### config.mk
export PLATFORM = sky130hd
export DESIGN_NAME = apb_cmd_master
export DESIGN_NICKNAME = d
export VERILOG_FILES = /design/src/rtl/apb_cmd_master_pkg.sv /design/src/rtl/apb_cmd_master_timer.sv /design/src/rtl/apb_cmd_master.sv
export SDC_FILE = /design/constraint.sdc
export NUM_CORES = 1
export LEC_CHECK = 0
export CORE_MARGIN = 10
export CORE_UTILIZATION = 44
export CTS_CLUSTER_DIAMETER = 40
export DETAILED_ROUTE_END_ITERATION = 7
export PLACE_DENSITY = 0.85
export SETUP_SLACK_MARGIN = 0.5
export SYNTH_ARGS = -nofsm -noshare
export SYNTH_HDL_FRONTEND = slang
export SYNTH_HIERARCHICAL = 1
export SYNTH_SLANG_ARGS = --single-unit
### constraint.sdc
create_clock -name PCLK -period 5.1 [get_ports PCLK]
set_clock_uncertainty 0.05 [all_clocks]
set_input_delay 1.53 -clock PCLK [delete_from_list [all_inputs] [get_ports PCLK]]
set_output_delay 1.53 -clock PCLK [all_outputs]
set_load 0.03 [all_outputs]
### src/rtl/apb_cmd_master_pkg.sv
// Shared types and constants for the APB3 command master.
// Timeout feature is enabled with `define APB_CMD_MASTER_TIMEOUT_EN.
package apb_cmd_master_pkg;

  localparam int unsigned APB_AW = 32;
  localparam int unsigned APB_DW = 32;

  localparam logic [APB_DW-1:0] TIMEOUT_RDATA = 32'hFFFF_FFFF;

  typedef enum logic [1:0] {
    ST_IDLE   = 2'd0,
    ST_SETUP  = 2'd1,
    ST_ACCESS = 2'd2,
    ST_RESP   = 2'd3
  } state_e;

  function automatic logic [APB_AW-1:0] word_align(input logic [APB_AW-1:0] addr);
    return {addr[APB_AW-1:2], 2'b00};
  endfunction

endpackage

### src/rtl/apb_cmd_master_timer.sv
// ACCESS-phase stall counter: load clears it, count advances it, expire flags
// the TIMEOUT_CYCLES-th consecutive counted cycle.
module apb_cmd_master_timer #(
  parameter int unsigned TIMEOUT_CYCLES = 256
) (
  input  logic clk_i,
  input  logic rst_ni,
  input  logic load_i,
  input  logic count_i,
  output logic expire_o
);

  localparam logic [15:0] LAST = 16'(TIMEOUT_CYCLES - 1);

  logic [15:0] cnt_q;
  logic [15:0] cnt_d;

  always_comb begin
    cnt_d = cnt_q;
    if (load_i) begin
      cnt_d = '0;
    end else if (count_i && (cnt_q != LAST)) begin
      cnt_d = cnt_q + 16'd1;
    end
  end

  always_ff @(posedge clk_i or negedge rst_ni) begin
    if (!rst_ni) begin
      cnt_q <= '0;
    end else begin
      cnt_q <= cnt_d;
    end
  end

  assign expire_o = count_i && (cnt_q == LAST);

endmodule

### src/rtl/apb_cmd_master.sv
// Single-outstanding command-to-APB3 requester bridge.
// Optional ACCESS timeout: `define APB_CMD_MASTER_TIMEOUT_EN.
module apb_cmd_master
  import apb_cmd_master_pkg::*;
#(
  parameter int unsigned TIMEOUT_CYCLES = 256
) (
  input  logic              PCLK,
  input  logic              PRESETn,
  input  logic              cmd_valid,
  output logic              cmd_ready,
  input  logic [APB_AW-1:0] cmd_addr,
  input  logic              cmd_write,
  input  logic [APB_DW-1:0] cmd_wdata,
  output logic              rsp_valid,
  input  logic              rsp_ready,
  output logic [APB_DW-1:0] rsp_rdata,
  output logic              rsp_err,
  output logic              PSEL,
  output logic              PENABLE,
  output logic              PWRITE,
  output logic [APB_AW-1:0] PADDR,
  output logic [APB_DW-1:0] PWDATA,
  input  logic [APB_DW-1:0] PRDATA,
  input  logic              PREADY,
  input  logic              PSLVERR
);

  state_e            state_q;
  logic              ready_q;
  logic              psel_q;
  logic              penable_q;
  logic              pwrite_q;
  logic [APB_AW-1:0] paddr_q;
  logic [APB_DW-1:0] pwdata_q;
  logic              rsp_valid_q;
  logic [APB_DW-1:0] rsp_rdata_q;
  logic              rsp_err_q;
  logic              timeout;

  if (TIMEOUT_CYCLES < 2 || TIMEOUT_CYCLES > 65535) begin : g_bad_timeout
    $error("apb_cmd_master: TIMEOUT_CYCLES must be within 2..65535");
  end

`ifdef APB_CMD_MASTER_TIMEOUT_EN
  apb_cmd_master_timer #(
    .TIMEOUT_CYCLES(TIMEOUT_CYCLES)
  ) u_timer (
    .clk_i   (PCLK),
    .rst_ni  (PRESETn),
    .load_i  (state_q == ST_SETUP),
    .count_i ((state_q == ST_ACCESS) && !PREADY),
    .expire_o(timeout)
  );
`else
  assign timeout = 1'b0;
`endif

  always_ff @(posedge PCLK or negedge PRESETn) begin
    if (!PRESETn) begin
      state_q     <= ST_IDLE;
      ready_q     <= 1'b1;
      psel_q      <= 1'b0;
      penable_q   <= 1'b0;
      pwrite_q    <= 1'b0;
      paddr_q     <= '0;
      pwdata_q    <= '0;
      rsp_valid_q <= 1'b0;
      rsp_rdata_q <= '0;
      rsp_err_q   <= 1'b0;
    end else begin
      case (state_q)
        ST_IDLE: begin
          if (cmd_valid) begin
            state_q  <= ST_SETUP;
            ready_q  <= 1'b0;
            psel_q   <= 1'b1;
            paddr_q  <= word_align(cmd_addr);
            pwrite_q <= cmd_write;
            pwdata_q <= cmd_write ? cmd_wdata : '0;
          end
        end
        ST_SETUP: begin
          state_q   <= ST_ACCESS;
          penable_q <= 1'b1;
        end
        ST_ACCESS: begin
          // A completing PREADY wins over a timeout landing on the same cycle.
          if (PREADY) begin
            state_q     <= ST_RESP;
            psel_q      <= 1'b0;
            penable_q   <= 1'b0;
            rsp_valid_q <= 1'b1;
            rsp_rdata_q <= pwrite_q ? '0 : PRDATA;
            rsp_err_q   <= PSLVERR;
          end else if (timeout) begin
            state_q     <= ST_RESP;
            psel_q      <= 1'b0;
            penable_q   <= 1'b0;
            rsp_valid_q <= 1'b1;
            rsp_rdata_q <= TIMEOUT_RDATA;
            rsp_err_q   <= 1'b1;
          end
        end
        ST_RESP: begin
          if (rsp_ready) begin
            state_q     <= ST_IDLE;
            ready_q     <= 1'b1;
            rsp_valid_q <= 1'b0;
          end
        end
        default: state_q <= ST_IDLE;
      endcase
    end
  end

  // ready_q resets high; gating with PRESETn keeps it low while reset is held.
  assign cmd_ready = ready_q & PRESETn;
  assign rsp_valid = rsp_valid_q;
  assign rsp_rdata = rsp_rdata_q;
  assign rsp_err   = rsp_err_q;
  assign PSEL      = psel_q;
  assign PENABLE   = penable_q;
  assign PWRITE    = pwrite_q;
  assign PADDR     = paddr_q;
  assign PWDATA    = pwdata_q;

endmodule

Yosys cells after proc, flatten, opt, wreduce, memory -nomap -nowiden
Cells that the tools add are included.

Add/subtract/negate cells: 0. $mul: 0. Divide/modulo/power cells: 0. Magnitude comparators: 0. Eq/ne operators: 6. Shift operators: 0. Muxes and demuxes: 16. Bitwise gates (word level): 1. Reduce and logical (&&, ||, !) cells: 12.

Operators with widths (number): 32-bit 2-to-1 mux (2); 3-bit AND reduction (4); 1-bit one-hot mux with 2 select lines (4); 2-bit one-hot mux with 4 select lines (1); 2-bit nonzero test (4); 1-bit 2-to-1 mux (6); 2-bit 2-to-1 mux (3); 2-bit inequality test, second input constant (3); 2-bit AND reduction (3); 2-bit == test, second input constant (2); 2-bit by 1-bit == test with 1-bit output, second input constant (1); 2-bit logical NOT (1); 1-bit AND (1).

Register bits: 102. Bits in latches: 0. Memory bits (writable): 0. Bits in read-only memories: 0. Bits of input ports: 103. Output and inout bits: 102. Logic and storage cells: 45. Memories kept: 0.

Depth between registers and ports, before layout
Gate-level depths: netlist of the first run.

Depth in word-level cells: 3. Mapped depth: 7. Mapped depth without buffers: 5.

Least setup slack after synthesis of the first run
Ideal clock, no wire load.

Path type: input -> output. Start: input port PRESETn. End: output port cmd_ready. Arrival time: 1806 ps. Setup slack: 1714 ps. Stages: 1. Buffers on the path: 0. Cells stage by stage: and2_1.

Word-level cells in the longest chain between the ends: 1.

RTL lines: start, declared (RTL line apb_cmd_master.sv:9) `input logic PRESETn,`; 1-bit AND (RTL line apb_cmd_master.sv:118) `assign cmd_ready = ready_q & PRESETn;`; end, declared (RTL line apb_cmd_master.sv:11) `output logic cmd_ready,`.

No other way between the ends.

Worst setup path in the final report of the first run
Ends and elaborated chain as after synthesis.

==> impl_metrics.ini, run 1 <==
[critical_path]
end_kind = output pin
crit_fanout = 2
r2r-end = PADDR[31]
crit_path_start_kind = input pin
ff2ff_path_depth = 4
reg2reg_from = state_q[0]
critPathRequiredTime_ns = 3.52
arrival_ns = 2.41
r2r_slack_ns = 2.72
path_class = input pin to output pin

[placement]
gp_congestion = 0.7341
dp.cells = 696
io_buffers = 200
dp_hpwl_um = 9404

[clock_network]
cts_tree = built
cts_max_level = 3
clockBufferDepth = 2
cts_root_buffer = clkbuf_8
post-cts-setup-buffer-count = 0
cts_made_buffers = 9
clk_pin_slew_ns = 0.10
post_cts_resized = 0
insertion_delay_ns = 0.36
cts.sinks = 102
ctsHoldBuffers = 0

[timing]
period_minus_slack_ns = 3.993
fin_tns_setup_ns = 0
tightest_slew_ns = 1.147
hold_viol_final = 0
slew-limit-headroom_pct = 23.31
period_share_pct = 78.30
rsz0062_at_grt = false
whs_ns = 0.4361
setup_viol = 0
drv_slew = 0
max_freq_ghz = 0.2504

[synthesis]
yosys.area_share.adder_pct = 1.747
synth_area_leaders = dfrtp_1, mux2_4, nand2_1
synth_compound_area_share_pct = 9.025
synth_cells = 386
synthesis.area_um2 = 4298
synth_top_family_by_area = simple AND/OR/NAND/NOR gates
synth.area.mux_share_pct = 11.88
synth_top_area_cell = dfrtp_1
synth-simple-area-share_pct = 14.21
synthXorXnorAreaFrac_pct = 0
synth_top_area_share_pct = 58.81
yosysSeqAreaShare_pct = 59.42
ys_ff_latch = 102
synth_cell_type_count = 26
yosys_warnings = 6
avgSynthCellArea_um2 = 11.13

[grt]
gr-total-overflow = 0
gr-usage-all-layers_pct = 17.30
grt_pass1_vias = 3546
antenna_found_initial = 0
grt_pass1_wl_um = 19600
grt_max_degree = 73

[flow_run]
maxCapViolCount = 0

[worst_hold_path]
hold_path_end = rsp_rdata[8]
hold_path_depth = 2
min-delay-start = rsp_rdata[8]
worst_hold_path_type = flop to flop

[status]
outcome = completed

[route]
ant_nets = 0
wl_um = 12490
via_count = 3363
drc = 0
vias_per_cell = 4.723
drt-wirelength-per-cell_um = 17.54
drt_pass1_iterations = 4
drtIter0Drc = 141

[final_layout]
drive_gt1_share_pct = 9.845
final.fill_count = 749
stdcell_count = 712
area_growth_pct = 52.87
final_common_cell = clkdlybuf4s50_1
multi_input_area_um2 = 1598
regArea_um2 = 2554
final_cell_mix = clkdlybuf4s50_1, dfrtp_1, nand2_1
n_antenna_cell = 0
layout.nets = 683

[floorplanning]
dieArea_um2 = 14120
initial_core_util_pct = 44.59
io_pins = 205
num_rows = 36
core_area_um2 = 9639
dieWidth_um = 118.8
die_h_um = 118.8

[power]
p_int_w = 0.002524
p_leak_nw = 2.865
p_per_area_nw_per_um2 = 658.7
swShare_pct = 41.67
pwr-share-seq_pct = 32.7
ir_drop_uv = 331.2
clkPwrFrac_pct = 13.1
p_sw_w = 0.001804
p_comb_share_pct = 54.2
-- how the worst max path moves through the flow --
stage | cells past startpoint | endpoint | startpoint
6_report | 3 | cmd_ready | PRESETn
5_1_grt | 3 | cmd_ready | PRESETn
4_1_cts | 3 | cmd_ready | PRESETn
3_5_place_dp | 3 | cmd_ready | PRESETn
3_3_place_gp | 3 | cmd_ready | PRESETn
2_1_floorplan | 1 | cmd_ready | PRESETn
-- layout make-up --
type	count	share of cell area, %
multi-input cells	255	24.32
clock buffers	10	2.095
clock inverters	6	1.295
inverters	4	0.2285
repair buffers	202	30.66
flip-flops and latches	102	38.87
well taps	133	2.533
-- worst max-delay path, cell delays in order --
cell and delay [ns]:
buf_4 0.10, and2_1 0.11, clkdlybuf4s50_1 0.67
-- flip-flops by register name, summed over array words and instances, names as in the netlist, 2 cells and up --
signal and count:
PWDATA 32, rsp_rdata 32, PADDR 30, state_q 2
-- power groups by stage --
| stage | Clock [W] | Sequential, W | Combinational (W) |
|---|---|---|---|
| 2_1_floorplan | 0 | 0.00210 | 0.000695 |
| 3_3_place_gp | 0 | 0.00141 | 0.00232 |
| 3_5_place_dp | 0 | 0.00144 | 0.00237 |
| 4_1_cts | 0.000581 | 0.00142 | 0.00238 |
| 5_1_grt | 0.000615 | 0.00147 | 0.00249 |
| 6_report | 0.000565 | 0.00142 | 0.00235 |
-- cell families (layout without fill, tap and decap cells) --
family                     count (synthesis)  in the layout
muxes                                     36             36
other                                      1              2
buffers and inverters                     30            222
adders and majority gates                  6              6
DFF                                      102            102
and+or+nand+nor                          138            138
AOI/OAI and AO/OA                         73             73
-- synth_stat cells (all sizes together) --
library cell,n
inv,4
ha,6
dfrtp,101
conb,1
nand2,100
a21oi,4
a211oi,1
nor2b,1
a311oi,1
mux2i,3
nor2,1
o2bb2ai,1
buf,12
dfstp,1
o221a,1
nand2b,34
clkbuf,14
and2,2
o21ai,65
mux2,33
-- per-layer routing --
metal  vias to the layer above  routed length, µm  track usage [%]  part of all wire [%]
li1                       1629                  -                -                     -
met1                      1593               5109            20.05                    41
met2                       128               6221            29.35                    50
met3                        13                967            5.527                   7.7
met4                         0                191            6.565                   1.5
met5                         -                  0                0                     0
-- per-stage QoR --
step	util, %	power, W	setup slack [ns]	cell area (µm²)
2_1_floorplan	-	0.002791	1.714	4302
4_1_cts	68.16	0.004385	1.104	6570
3_5_place_dp	65.85	0.003805	1.108	6347
6_report	68.16	0.004328	1.107	6570
5_1_grt	68.16	0.004577	1.075	6570
3_3_place_gp	65.85	0.003731	1.108	6347
Note: power is estimated with default switching activity, not from simulation.
==> inputs of run 2 (changes only) <==
--- a/config.mk
+++ b/config.mk
@@ -6,10 +6,10 @@
 export NUM_CORES = 1
 export LEC_CHECK = 0
 export CORE_MARGIN = 10
-export CORE_UTILIZATION = 44
+export CORE_UTILIZATION = 41
 export CTS_CLUSTER_DIAMETER = 40
 export DETAILED_ROUTE_END_ITERATION = 7
-export PLACE_DENSITY = 0.85
+export PLACE_DENSITY = 0.79
 export SETUP_SLACK_MARGIN = 0.5
 export SYNTH_ARGS = -nofsm -noshare
 export SYNTH_HDL_FRONTEND = slang
==> constraint.sdc (replaced) <==
create_clock -name PCLK -period 3.8 [get_ports PCLK]
set_clock_uncertainty 0.05 [all_clocks]
set_input_delay 1.14 -clock PCLK [delete_from_list [all_inputs] [get_ports PCLK]]
set_output_delay 1.14 -clock PCLK [all_outputs]
set_load 0.03 [all_outputs]
==> run 2 against run 1 <==
  * Clock power rose by 32%
  * Core utilization fell by 3.8 points
  * Critical path depth did not move
  * Hold slack got worse by 0.0023 ns
  * Power rose by 34%
  * Cell area rose by 0.74%
  * Register-to-register slack got worse by 1.0 ns
  * First-iteration DRC count rose by 28%
==> impl_metrics.ini, run 2 (same netlist as run 1, synthesis figures left out) <==
[grt]
grt_pass1_wl_um = 18630
gr-usage-all-layers_pct = 15.78
antenna_found_initial = 0
gr-total-overflow = 0
grt_max_degree = 65
grt_pass1_vias = 3465

[clock_network]
insertion_delay_ns = 0.36
cts_tree = built
clk_pin_slew_ns = 0.09
cts_max_level = 3
post_cts_resized = 0
cts_made_buffers = 9
cts_root_buffer = clkbuf_8
cts.sinks = 102
ctsHoldBuffers = 0
post-cts-setup-buffer-count = 0
clockBufferDepth = 2

[floorplanning]
core_area_um2 = 10280
initial_core_util_pct = 41.82
num_rows = 37
dieWidth_um = 122.4
dieArea_um2 = 14980
die_h_um = 122.4
io_pins = 205

[timing]
period_minus_slack_ns = 2.762
whs_ns = 0.4338
rsz0062_at_grt = false
hold_viol_final = 0
period_share_pct = 72.69
fin_tns_setup_ns = 0
tightest_slew_ns = 0.9476
max_freq_ghz = 0.3620
slew-limit-headroom_pct = 36.60
setup_viol = 0
drv_slew = 0

[worst_hold_path]
worst_hold_path_type = flop to flop

[final_layout]
stdcell_count = 719
area_growth_pct = 54.00
n_antenna_cell = 0
layout.nets = 687
final.fill_count = 850
final_common_cell = clkdlybuf4s50_1
final_cell_mix = clkdlybuf4s50_1, dfrtp_1, nand2_1
drive_gt1_share_pct = 10.29

[critical_path]
worst_path_max_delay_cell = and2_1
critPathRequiredTime_ns = 2.61
arrival_ns = 1.57
path_cells = buf_4 > and2_1 > buf_12
critPathMaxStageDelay_ns = 0.16
crit_path_start_kind = input pin
crit_fanout = 2
end_kind = output pin
path_class = input pin to output pin

[route]
drt-wirelength-per-cell_um = 16.58
drc = 0
routed-wl-met2_um = 5857
met3_wirelength_um = 1311
met1Wirelength_um = 4583
via_count = 3309
vias_per_cell = 4.602
ant_nets = 0
drtIter0Drc = 181
top_layer_used = met4
wl_um = 11920
drt_pass1_iterations = 4

[placement]
io_buffers = 200
dp.cells = 703
dp_hpwl_um = 9016
gp_congestion = 0.7283

[flow_run]
maxCapViolCount = 0

[power]
p_per_area_nw_per_um2 = 875.6
ir_drop_uv = 522.8
p_leak_nw = 2.894

[status]
outcome = completed
run 2: power breakdown:
group | switching (W) | leakage (nW) | total (W) | internal (W)
clock | 0.000356 | 0.110 | 0.000744 | 0.000388
combinational | 0.00176 | 1.52 | 0.00320 | 0.00143
sequential | 0.000269 | 1.27 | 0.00185 | 0.00159
total | 0.00239 | 2.89 | 0.00580 | 0.00341
run 2: final timing paths:
path                                 start         end  slack [ns]  cells past startpoint
worst max register to register  state_q[0]   PADDR[26]        1.69                      5
worst max-delay path               PRESETn   cmd_ready        1.04                      3
max in group asynchronous          PRESETn   PWDATA[0]        1.71                      3
worst min-delay path            PWDATA[13]  PWDATA[13]        0.43                      2
worst min register to register  PWDATA[13]  PWDATA[13]        0.43                      2
min in group asynchronous          PRESETn   PADDR[17]        0.86                      2
run 2: final cells by class:
| type | count | area, µm² | area share (%) |
|---|---|---|---|
| Clock buffer | 12 | 145.1 | 2.193 |
| Sequential cell | 102 | 2554 | 38.58 |
| Tap cell | 136 | 170.2 | 2.571 |
| Multi-Input combinational cell | 255 | 1598 | 24.14 |
| Inverter | 4 | 15.01 | 0.2268 |
| Clock inverter | 4 | 70.07 | 1.059 |
| Timing Repair Buffer | 206 | 2067 | 31.23 |
run 2: critical path, delay by kind of cell:
kind / cells / cell delay [ns]
buffers and inverters: 2 / 0.26
AND/OR/NAND/NOR: 1 / 0.16
run 2: metrics by stage:
step,cell area [µm²],setup WS [ns],total power [W],util [%]
after floorplan,4302,1.194,0.003745,-
after global placement,6404,0.8490,0.005032,62.31
after detailed placement,6404,0.8046,0.005106,62.31
after CTS,6619,1.030,0.005872,64.40
after global routing,6619,1.017,0.006143,64.40
final,6619,1.038,0.005795,64.40
run 2: routing by layer:
metal,global-route usage (%),vias up
met5,0,-
met4,5.744,0
met3,7.392,11
met2,26.04,119
met1,17.55,1542
li1,-,1637
==> inputs of run 3 (changes only) <==
--- a/config.mk
+++ b/config.mk
@@ -6,10 +6,10 @@
 export NUM_CORES = 1
 export LEC_CHECK = 0
 export CORE_MARGIN = 10
-export CORE_UTILIZATION = 41
+export CORE_UTILIZATION = 37
 export CTS_CLUSTER_DIAMETER = 40
 export DETAILED_ROUTE_END_ITERATION = 7
-export PLACE_DENSITY = 0.79
+export PLACE_DENSITY = 0.76
 export SETUP_SLACK_MARGIN = 0.5
 export SYNTH_ARGS = -nofsm -noshare
 export SYNTH_HDL_FRONTEND = slang
==> constraint.sdc (replaced) <==
create_clock -name PCLK -period 2.25 [get_ports PCLK]
set_clock_uncertainty 0.05 [all_clocks]
set_input_delay 0.675 -clock PCLK [delete_from_list [all_inputs] [get_ports PCLK]]
set_output_delay 0.675 -clock PCLK [all_outputs]
set_load 0.03 [all_outputs]
==> run 3 against run 2 <==
  * Cell area is 4.4% lower
  * Power is 61% higher
  * Non-clock buffer count is 7 higher
  * Critical path depth is 1 lower
  * Sequential power is 70% higher
  * Via count is 2.5% higher
  * Sequential share of layout area is 1.8 points higher
  * Combinational power is 52% higher
  * Die area is 9.0% higher
  * Wire length is 8.5% higher
  * Setup slack worse by 0.64 ns
  * Final cell count is 1.8% higher
  * Largest power group unchanged
==> impl_metrics.ini, run 3 (same netlist as run 1, synthesis figures left out) <==
[floorplanning]
num_rows = 39
io_pins = 205
initial_core_util_pct = 37.64
dieWidth_um = 127.8
die_h_um = 127.8
core_area_um2 = 11420
dieArea_um2 = 16330

[timing]
period_share_pct = 82.17
slew-limit-headroom_pct = 64.13
tightest_slew_ns = 0.5380
whs_ns = 0.3636
hold_viol_final = 0
setup_viol = 0
period_minus_slack_ns = 1.849
drv_slew = 0
fin_tns_setup_ns = 0
max_freq_ghz = 0.5409
rsz0062_at_grt = true

[power]
power.total_w = 0.009355
p_per_area_nw_per_um2 = 1479
p_leak_nw = 3.063
ir_drop_uv = 969.0

[critical_path]
critPathMaxStageDelay_ns = 0.53
worst_path_max_delay_cell = dfstp_2
path_class = flop to output pin
critPathRequiredTime_ns = 1.52
r2r_slack_ns = 0.57
crit_path_start_kind = flop
end_kind = output pin
reg2reg_from = state_q[0]
ff2ff_path_depth = 5
path_cells = and2_4 > buf_6
crit_fanout = 2
r2r-end = PADDR[30]
arrival_ns = 1.12

[route]
vias_per_cell = 4.635
drt_pass1_iterations = 4
via_count = 3393
wl_um = 12930
drc = 0
drtIter0Drc = 186
ant_nets = 0
drt-wirelength-per-cell_um = 17.66

[clock_network]
cts_tree = built
cts_root_buffer = clkbuf_16
cts.sinks = 102
clk_pin_slew_ns = 0.06
clockBufferDepth = 2
cts_made_buffers = 9
insertion_delay_ns = 0.34
cts_max_level = 3

[grt]
antenna_found_initial = 0
grt_max_degree = 103
gr-total-overflow = 0
grt_pass1_wl_um = 20310
grt_pass1_vias = 3547
gr-usage-all-layers_pct = 15.58

[placement]
dp_hpwl_um = 9619
gp_congestion = 0.8066
postPlaceCellArea_um2 = 6477
io_buffers = 200

[final_layout]
drive_gt1_share_pct = 28.35
n_antenna_cell = 0
area_growth_pct = 47.19
layout.nets = 694
final_cell_area_um2 = 6326
final_common_cell = dfrtp_1
final_cell_mix = dfrtp_1, nand2_1, clkdlybuf4s50_1, buf_2, o21ai_0

[flow_run]
maxCapViolCount = 0

[status]
outcome = completed

[worst_hold_path]
worst_hold_path_type = input pin to async pin
==> run 3: report_power, final <==
part	internal (W)	switching, W
sequential	0.00268	0.000452
clock	0.000742	0.000627
combinational	0.00181	0.00304
==> run 3: worst max-delay path, delay by kind of cell, from the launching register on <==
kind / cells / cell delay, ns
buf+inv: 1 / 0.12
flops: 1 / 0.53
simple gates: 1 / 0.13
==> run 3: worst max-delay path by stage <==
stage | startpoint | endpoint | slack [ns] | depth (start not counted)
final | ready_q | cmd_ready | 0.40 | 2
after floorplan | PRESETn | cmd_ready | 0.57 | 1
after global routing | ready_q | cmd_ready | 0.36 | 2
after CTS | ready_q | cmd_ready | 0.38 | 2
after detailed placement | cmd_valid | PADDR[31] | 0.08 | 4
after global placement | cmd_valid | state_q[1] | 0.09 | 5
==> run 3: repair_timing <==
item | CTS | global route
buffers inserted | 1 | 0
setup endpoints to repair | 122 | 29
pin swaps | 1 | 0
resized for setup | 465 | 34
hold buffers | 0 | 0
cloned | 1 | 1
hold endpoints to repair | 0 | 0
==> run 3: metal layers <==
| metal | global-route usage [%] | part of all wire (%) | vias to the layer above |
|---|---|---|---|
| met3 | 8.230 | 10 | 12 |
| met1 | 17.77 | 41 | 1598 |
| li1 | - | - | 1653 |
| met2 | 25.53 | 48 | 130 |
| met4 | 3.113 | 1.1 | 0 |
| met5 | 0 | 0 | - |
==> run 3: final cells by class <==
class                      count  area [µm²]
clock buffer                  13       240.2
clock inverter                 2       10.01
fill                        1020        5092
inverter                       4       15.01
multi-input combinational    255        1619
sequential                   102        2554
tap                          143       178.9
timing repair buffer         213        1709
==> run 3: metrics by stage <==
| stage | setup WS [ns] | instances | utilization, % |
|---|---|---|---|
| 2_1_floorplan | 0.5740 | 387 | - |
| 3_3_place_gp | 0.09422 | 714 | 56.73 |
| 3_5_place_dp | 0.08210 | 714 | 56.73 |
| 4_1_cts | 0.3804 | 731 | 56.02 |
| 5_1_grt | 0.3591 | 732 | 55.40 |
| 6_report | 0.4011 | 732 | 55.40 |
